<file path="config.mk">
export PLATFORM = sky130hd
export DESIGN_NAME = fetch_decode_buffer
export DESIGN_NICKNAME = d
export VERILOG_FILES = /design/src/rtl/fetch_decode_buffer.sv
export SDC_FILE = /design/constraint.sdc
export NUM_CORES = 1
export LEC_CHECK = 0
export CORE_AREA = 2 2 121 123
export CTS_BUF_LIST = sky130_fd_sc_hd__clkbuf_4
export DETAILED_ROUTE_END_ITERATION = 8
export DIE_AREA = 0 0 123 125
export PLACE_DENSITY = 0.89
export SLEW_MARGIN = 5
export SYNTH_ARGS = -nofsm -noshare
export SYNTH_HDL_FRONTEND = slang
export SYNTH_SLANG_ARGS = --single-unit
</file>
<file path="constraint.sdc">
create_clock -name clk -period 1.6 [get_ports clk]
set_input_delay 0.16 -clock clk [delete_from_list [all_inputs] [get_ports clk]]
set_output_delay 0.16 -clock clk [all_outputs]
set_load 0.005 [all_outputs]
</file>
<file path="src/rtl/fetch_decode_buffer.sv">
// Fetch-to-decode instruction queue: circular FIFO of {pc, instr, exc} with a
// fault fence that holds fetch stalled from a faulting fetch until flush.
module fetch_decode_buffer #(
  parameter int DEPTH = 2
) (
  input  logic                    clk,
  input  logic                    reset,
  input  logic                    f_valid,
  input  logic [31:0]             f_pc,
  input  logic [31:0]             f_instr,
  input  logic                    f_exc,
  output logic                    f_stall,
  input  logic                    flush,
  input  logic                    d_ready,
  output logic                    d_valid,
  output logic [31:0]             d_pc,
  output logic [31:0]             d_instr,
  output logic                    d_exc,
  output logic [4:0]              d_exc_code,
  output logic [$clog2(DEPTH):0]  occupancy
);

  localparam int AW = $clog2(DEPTH);
  localparam logic [AW:0] FULL_COUNT = (AW + 1)'(DEPTH);
  localparam logic [AW:0] ZERO_COUNT = (AW + 1)'(0);
  localparam logic [4:0]  ADEL_CODE  = 5'd4;

  logic [31:0]      pc_mem    [DEPTH];
  logic [31:0]      instr_mem [DEPTH];
  logic [DEPTH-1:0] exc_mem;
  logic [AW-1:0]    rd_ptr;
  logic [AW-1:0]    wr_ptr;
  logic [AW:0]      count;
  logic             fence;
  logic             enq;
  logic             deq;

  // Stall comes only from registered state, so no ready path reaches the PC.
  assign f_stall   = (count == FULL_COUNT) || fence;
  assign d_valid   = (count != ZERO_COUNT);
  assign enq       = f_valid && !f_stall && !flush;
  assign deq       = d_valid && d_ready && !flush;
  assign occupancy = count;

  // Queue control: pointers, entry count and fault fence.
  always_ff @(posedge clk or negedge reset) begin
    if (!reset) begin
      rd_ptr <= {AW{1'b0}};
      wr_ptr <= {AW{1'b0}};
      count  <= ZERO_COUNT;
      fence  <= 1'b0;
    end else if (flush) begin
      rd_ptr <= {AW{1'b0}};
      wr_ptr <= {AW{1'b0}};
      count  <= ZERO_COUNT;
      fence  <= 1'b0;
    end else begin
      if (enq) begin
        wr_ptr <= wr_ptr + AW'(1'b1);
        if (f_exc) begin
          fence <= 1'b1;
        end
      end
      if (deq) begin
        rd_ptr <= rd_ptr + AW'(1'b1);
      end
      case ({enq, deq})
        2'b10:   count <= count + (AW + 1)'(1'b1);
        2'b01:   count <= count - (AW + 1)'(1'b1);
        default: count <= count;
      endcase
    end
  end

  // Entry storage; a faulting fetch is stored as a nop carrying the exc flag.
  always_ff @(posedge clk or negedge reset) begin
    if (!reset) begin
      for (int i = 0; i < DEPTH; i++) begin
        pc_mem[i]    <= 32'h0000_0000;
        instr_mem[i] <= 32'h0000_0000;
      end
      exc_mem <= {DEPTH{1'b0}};
    end else if (enq) begin
      pc_mem[wr_ptr]    <= f_pc;
      instr_mem[wr_ptr] <= f_exc ? 32'h0000_0000 : f_instr;
      exc_mem[wr_ptr]   <= f_exc;
    end
  end

  // Head entry presentation; an empty queue shows an all-zero bubble.
  always_comb begin
    d_pc       = 32'h0000_0000;
    d_instr    = 32'h0000_0000;
    d_exc      = 1'b0;
    d_exc_code = 5'd0;
    if (d_valid) begin
      d_pc       = pc_mem[rd_ptr];
      d_instr    = instr_mem[rd_ptr];
      d_exc      = exc_mem[rd_ptr];
      d_exc_code = exc_mem[rd_ptr] ? ADEL_CODE : 5'd0;
    end else begin
      d_pc       = 32'h0000_0000;
      d_instr    = 32'h0000_0000;
      d_exc      = 1'b0;
      d_exc_code = 5'd0;
    end
  end

endmodule

</file>
== Yosys cells after proc, flatten, opt, wreduce, memory -nomap -nowiden ==
Cells that the tools add are included.
Widths: inputs -> output; s select.

* Add/subtract/negate cells: 4
* Reduce and logical (&&, ||, !) cells: 15
* $lt $le $gt $ge: 6
* Mux-type cells: 30
* Eq/ne operators: 3
* Bitwise gates (word level): 2

{| class="wikitable"
|+ Operators by type and width
! cell !! count
|-
| $mux 32 || 10
|-
| $bwmux 64 || 2
|-
| $demux 32 s1 || 1
|-
| $mux 1 || 11
|-
| $reduce_bool 2->1 || 4
|-
| $logic_and 1x1->1 || 6
|-
| $mux 3 || 2
|-
| $eq 2x2->1 const B || 2
|-
| $ge 2x2->1 const B || 2
|-
| $lt 1x2->1 const B || 2
|-
| $not 1->2 || 2
|-
| $pmux 2 s2 || 1
|-
| $reduce_bool 3->1 || 1
|-
| $add 1x1->1 const B || 2
|-
| $add 2x1->2 const B || 1
|-
| $bwmux 2 || 1
|-
| $eq 2x1->1 const B || 1
|-
| $logic_not 1->1 || 2
|-
| $lt 2x1->1 const B || 1
|-
| $mux 2 || 1
|-
| $reduce_and 2->1 || 1
|-
| $sub 2x1->2 const B || 1
|-
| $demux 1 s1 || 1
|-
| $ge 1x1->1 const B || 1
|-
| $logic_or 1x1->1 || 1
|}

* Output and inout port bits: 74
* Register bits: 135
* Bits of input ports: 70
* Logic and storage cells: 69

== Logic depth before layout (Yosys ltp) ==
Gate-level depths: netlist of the first run.

* Depth in word-level cells: 8
* Gate-level depth with buffers: 5
* Mapped depth without buffers: 3

== Least setup slack after synthesis of the first run ==
No wires, ideal clock.

* Path kind: reg2reg
* From: register count[1], in the netlist occupancy[1]
* To: register exc_mem[0]
* Slack: -0.208 ns
* Setup time: 0.125 ns
* Clock period less this slack: 1.808 ns
* Data required time: 1.475 ns
* Arrival time: 1.683 ns
* Buffers on the path: 2
* Stages on the path, launching flop included: 6
* Cells stage by stage: dfrtp_1 nor2b_1 or4_4 buf_6 buf_6 mux2_4

* Cells in the longest elaborated chain, start to end: 5

{| class="wikitable"
|+ Ends and longest elaborated chain
! item !! line !! source
|-
| start: declaration || 33 || <nowiki>logic [AW:0] count;</nowiki>
|-
| start signal: assignment || 68 || <nowiki>2'b10: count <= count + (AW + 1)'(1'b1);</nowiki>
|-
| start signal: assignment || 69 || <nowiki>2'b01: count <= count - (AW + 1)'(1'b1);</nowiki>
|-
| start signal: assignment || 70 || <nowiki>default: count <= count;</nowiki>
|-
| $eq 2x2->1 || 39 || <nowiki>assign f_stall = (count == FULL_COUNT) || fence;</nowiki>
|-
| $logic_or 1x1->1 || 39 ||
|-
| $logic_not 1->1 || 41 || <nowiki>assign enq = f_valid && !f_stall && !flush;</nowiki>
|-
| $logic_and 1x1->1 (2 in a row) || 41 ||
|-
| end signal: assignment || 82 || <nowiki>exc_mem <= {DEPTH{1'b0}};</nowiki>
|-
| end: declaration || 30 || <nowiki>logic [DEPTH-1:0] exc_mem;</nowiki>
|}

Every way passes these cells.
A chain may end at the register's enable or synchronous reset.

== Final worst setup path of the first run ==
* From: register count[1], in the netlist occupancy[1]
* To: register pc_mem[15] (netlist bit)

* Cells in the longest elaborated chain, start to end: 5

{| class="wikitable"
|+ Ends and longest elaborated chain
! item !! line !! source
|-
| $eq 2x2->1 || 39 ||
|-
| $logic_or 1x1->1 || 39 ||
|-
| $logic_not 1->1 || 41 ||
|-
| $logic_and 1x1->1 (2 in a row) || 41 ||
|-
| end signal: indexed assignment || 84 || <nowiki>pc_mem[wr_ptr] <= f_pc;</nowiki>
|-
| end: declaration || 28 || <nowiki>logic [31:0] pc_mem [DEPTH];</nowiki>
|}

Every way passes these cells.

==> results of run 1 <==
==> layer usage <==
| layer | part of all wire | routed length, um | GRT usage |
|---|---|---|---|
| met4 | 0.027 | 499 | 0.0949 |
| met2 | 0.52 | 9790 | 0.420 |
| met3 | 0.049 | 926 | 0.0561 |
| met5 | 0 | 0 | 0 |
| met1 | 0.40 | 7520 | 0.291 |
==> state kept, by name (all words and copies together), names as in the netlist <==
register,count
instr_mem,64
wr_ptr,1
pc_mem,64
exc_mem,2
occupancy,2
fence,1
rd_ptr,1
==> report_power, final <==
| group | switching, W | leakage [nW] | internal [W] |
|---|---|---|---|
| combinational | 0.00118 | 2.71 | 0.00217 |
| clock | 0.00122 | 0.159 | 0.00111 |
| sequential | 0.000599 | 1.68 | 0.00428 |
==> cells in the mapped netlist (2+ instances only) <==
cell type,number
dfrtp_1,135
mux2_2,80
nor2_1,68
mux2i_1,65
mux2_4,50
nor2b_1,34
clkbuf_1,12
buf_4,10
buf_2,7
buf_6,6
nand2b_1,3
a21oi_1,2
a31oi_1,2
buf_1,2
o21ai_0,2
==> kinds of logic (layout without fill, tap and decap cells) <==
logic type | Yosys count | count (layout)
compound gates | 9 | 9
simple gates | 111 | 112
other cells | 1 | 4
buf+inv | 38 | 256
flops | 135 | 135
mux | 195 | 195
xor+xnor | 1 | 1
==> what timing repair did <==
action | in CTS | in global routing
buffers inserted | 30 | 19
hold endpoints to repair | 135 | 0
gates resized for setup | 309 | 126
endpoints found under the setup margin | 199 | 200
hold buffers | 1 | 0
cloned | 20 | 4
pin swaps | 17 | 22
==> area by class of cell <==
class	instances	area, um^2
inverter	1	3.75
tap	184	230
clock inverter	12	134
fill	966	4500
timing repair buffer	223	2460
multi-input combinational	321	3340
clock buffer	20	150
sequential	135	3380
==> through the flow <==
step / area [um^2] / total power [W]
floorplan: 6540 / 0.00630
CTS: 9590 / 0.0102
finish: 9700 / 0.0105
global route: 9700 / 0.0111
global placement: 8270 / 0.00722
detailed placement: 8270 / 0.00741
==> worst max-delay path, stage by stage (launching register included) <==
cell	delay (ns)
dfrtp_1	0.43
buf_6	0.13
nor2b_4	0.13
buf_6	0.12
nor4b_4	0.30
buf_6	0.22
buf_12	0.12
buf_12	0.13
mux2_4	0.31
==> worst paths after layout <==
| path | endpoint | cells past startpoint |
|---|---|---|
| max | pc_mem[15] | 8 |
| max in group asynchronous | pc_mem[10] | 3 |
| min in group clk | pc_mem[3] | 2 |
| min reg2reg | instr_mem[34] | 1 |
| max reg2reg | pc_mem[15] | 8 |
| min | pc_mem[26] | 2 |
==> results.yml, run 1 <==
status:
  outcome: "finished, violations left"
  violations: "setup timing"
cts:
  htree_levels: 4
  cts_tree: "built"
  cts_sinks: 135
  cts_buffer_depth: 2
  cts.clk_slew.worst_paths_ns: 0.12
  cts_buffers: 17
  insertion_delay_ns: 0.55
  cts_root_buffer: "clkbuf_4"
setup_path:
  crit_fanout: 8
  crit_arrival_ns: 2.44
  end_kind: "register"
  r2r-start: "occupancy[1]"
  cp-start-kind: "register"
  startpoint: "occupancy[1]"
  worstPathRequired_ns: 2.03
  rrSetupSlack_ns: -0.41
  crit_type: "reg2reg"
sta:
  fin_ws_ns: -0.407
  hold_ws_ns: 0.103
  fmax_mhz: 498
  rsz0062_at_grt: "true"
  finalClockSkew_ns: 0.0127
  finalCriticalPeriod_ns: 2.01
  setup_violations: 199
  final-hold-violation-count: 0
  slew_violations: 0
  fin_tns_setup_ns: -62.80
  period_share: 1.25
detailed_routing:
  wl_per_cell_um: 20.9
  drc: 0
  drtIter0Drc: 247
  detail_route.vias_per_cell: 5.27
  dr.pass1.iters: 5
  wl_um: 18700
  num_vias: 4723
  ant_nets: 0
synthesis:
  synth_ff_type: "dfrtp_1"
  synth_top_area_frac: 0.518
  synth-compound-area-share: 0.00845
  syn_area_um2: 6520
  synth_seq_cells: 135
  synth_top_family_by_area: "multiplexers"
  yosysSeqAreaShare: 0.518
  synthMuxAreaShare: 0.353
  yosysTopAreaCell: "dfrtp_1"
  synthCells: 490
  synthXorXnorAreaFrac: 0.00134
  synth_edf_count: 0
  synthAdderAreaFrac: 0
  synth.area.top_cells: "dfrtp_1, mux2_2, mux2_4"
  synthArstFlopShare: 1.00
  ys_warn_count: 0
  synth.distinct_cells: 27
  synthSimpleGateAreaFrac: 0.0820
  syn_area_per_cell_um2: 13.3
global_route:
  grt_pass1_wl_um: 28200
  antenna_found_initial: 0
  grt_max_degree: 44
  first_global_vias: 5264
  groute.usage.overall: 0.243
  overflow: 0
floorplanning:
  fp.dieH_um: 125
  coreArea_um2: 14200
  start_util: 0.459
  die_x_um: 123
  rows: 44
  dieArea_um2: 15400
  ioPinCount: 144
cells_and_area:
  nets: 769
  syn2layout_area_growth_pct: 48.9
  final_cell_mix: "dfrtp_1, mux2_4, clkdlybuf4s50_1, mux2i_1, nor2_1"
  diodes: 0
  final_common_cell: "dfrtp_1"
  layout.cells.non_filler: 896
  final_util: 0.683
  drive_gt1_frac: 0.493
job:
  max-cap-violations: 0
hold_path:
  hp-class: "in2async"
placement:
  place.gp.congestion: 0.790
  place_inst: 807
  port_buffers: 139
  dp_slack_ns: -0.336
  dpl.hpwl_um: 9820
power:
  power_density_nw_per_um2: 1090
  cellLeakagePower_nw: 4.55
  vdd_drop_max_mv: 0.598
(Power assumes the default switching activity.)
==> inputs of run 2 (changes only) <==
- TNS_END_PERCENT: default -> 30
==> results.yml, run 2 (synthesized netlist as in run 1, its figures left out) <==
detailed_routing:
  drtIter0Drc: 268
  wl_per_cell_um: 18.7
  detail_route.vias_per_cell: 5.14
  num_vias: 4650
  ant_nets: 0
  wl_um: 17000
  drc: 0
  dr.pass1.iters: 4
setup_path:
  cp-endpoint: "d_pc[31]"
  end_kind: "output pin"
  critPathMostFrequentCell: "buf_12"
  crit_buf_inv: 4
  rrSetupSlack_ns: -0.18
  crit_fanout: 8
  crit_chain: "buf_12 > buf_12 > buf_16 > mux2i_1 > nor2_1 > buf_2"
  startpoint: "rd_ptr"
  slowest_delay_ns: 0.59
  cp-start-kind: "register"
  crit_arrival_ns: 1.93
  cp_slowest_cell: "dfrtp_4"
  r2r_cells: 4
  timing.rr.end: "pc_mem[51]"
  worstPathRequired_ns: 1.44
  r2r-start: "fence"
  critPathTopFamily: "flip-flops"
  crit_type: "reg2out"
  path_depth: 6
job:
  max-cap-violations: 0
status:
  outcome: "finished, violations left"
  violations: "setup timing"
cts:
  insertion_delay_ns: 0.53
  cts.clk_slew.worst_paths_ns: 0.10
  cts_buffer_depth: 2
  htree_levels: 4
  cts_buffers: 17
  cts_tree: "built"
  cts_sinks: 135
  cts_root_buffer: "clkbuf_4"
power:
  power_density_nw_per_um2: 1060
  switching_share: 0.288
  p_clk_frac: 0.193
  combPwrFrac: 0.316
  vdd_drop_max_mv: 0.611
  cellLeakagePower_nw: 4.40
  p_sw_w: 0.00283
  seq_power_share: 0.491
  internal_power_w: 0.00701
cells_and_area:
  drive_gt1_frac: 0.474
  nets: 780
  syn2layout_area_growth_pct: 42.2
  top_regs: "instr_mem: 64 flops, pc_mem: 64 flops"
  final_cell_mix: "dfrtp_1, mux2_4, clkdlybuf4s50_1, buf_2, nor2_1"
  final_common_cell: "dfrtp_1"
  diodes: 0
  post-route-cell-area_um2: 9270
global_route:
  antenna_found_initial: 0
  grt_max_degree: 48
  groute.usage.overall: 0.230
  overflow: 0
  grt_pass1_wl_um: 26900
  first_global_vias: 4996
placement:
  dp_slack_ns: -0.412
  place.gp.congestion: 0.752
  dpl.hpwl_um: 9890
  port_buffers: 139
  dpl_cell_area_um2: 8340
floorplanning:
  coreArea_um2: 14200
  die_x_um: 123
  dieArea_um2: 15400
  ioPinCount: 144
  rows: 44
  start_util: 0.459
  fp.dieH_um: 125
sta:
  rsz0062_at_grt: "true"
  fmax_mhz: 477
  setup_violations: 198
  finalCriticalPeriod_ns: 2.09
  fin_ws_ns: -0.495
  finalClockSkew_ns: 0.0110
  hold_ws_ns: 0.0945
  slew_violations: 0
  final-hold-violation-count: 0
  period_share: 1.31
  fin_tns_setup_ns: -41.07
hold_path:
  hp-class: "in2async"
-- run 2: cell types whose count changed in the layout (fill, tap and decap cells not counted), moves of 13 or more --
| cell | before | now |
|---|---|---|
| buf_6 | 20 | 41 |
| buf_2 | 50 | 66 |
| clkbuf_2 | 20 | 3 |
| buf_4 | 16 | 30 |
| mux2_4 | 115 | 85 |
| nor2_1 | 51 | 64 |
| mux2_2 | 15 | 45 |
| buf_12 | 30 | 16 |
-- run 2: worst min path at each step --
stage,endpoint
after detailed placement,pc_mem[61]
final,pc_mem[61]
after global routing,pc_mem[29]
after global placement,pc_mem[61]
after floorplan,exc_mem[0]
after CTS,pc_mem[27]
-- run 2: final cells by class --
type / instances / area, um^2
clock buffers: 17 / 128
inverters: 1 / 3.75
clock inverters: 13 / 91.3
flip-flops and latches: 135 / 3380
multi-input cells: 320 / 3150
repair buffers: 235 / 2280
well taps: 184 / 230
fillers: 1022 / 4940
-- run 2: repair_timing --
action | 4_1_cts | 5_1_grt
endpoints found under the hold margin | 135 | 0
hold buffers | 1 | 0
resized for setup | 362 | 22
cloned | 9 | 0
setup buffers | 50 | 8
setup endpoints to repair | 200 | 200
pin swaps | 53 | 34
-- run 2: routing by layer --
layer | up-vias | share of wire | global-route usage
met5 | - | 0 | 0
met4 | 0 | 0.022 | 0.0795
met2 | 144 | 0.52 | 0.393
met1 | 2349 | 0.42 | 0.287
li1 | 2125 | - | -
met3 | 32 | 0.046 | 0.0470
-- run 2: power groups by stage --
stage | logic, W | clock network, W | registers [W]
5_1_grt | 0.00332 | 0.00212 | 0.00493
3_5_place_dp | 0.00261 | 0 | 0.00482
4_1_cts | 0.00308 | 0.00196 | 0.00479
3_3_place_gp | 0.00249 | 0 | 0.00474
2_1_floorplan | 0.00165 | 0 | 0.00465
6_report | 0.00311 | 0.00190 | 0.00483
-- run 2: worst reg2reg max path, stage by stage (launching register included) --
cell and delay, ns:
dfrtp_1 0.41, nand2b_4 0.17, or4_4 0.54, buf_12 0.22, mux2_4 0.34
-- run 2: through the flow --
step / cells / total power [W] / util
after CTS: 902 / 0.00983 / 0.652
after global placement: 812 / 0.00723 / 0.587
after detailed placement: 812 / 0.00743 / 0.587
after floorplan: 493 / 0.00630 / -
after global routing: 905 / 0.0104 / 0.652
final: 905 / 0.00984 / 0.652
==> inputs of run 3 (changes only) <==
- CTS_CLUSTER_DIAMETER: default -> 80
==> results of run 3 <==
The final DEF is identical to that of run 2; final timing and power are the same.
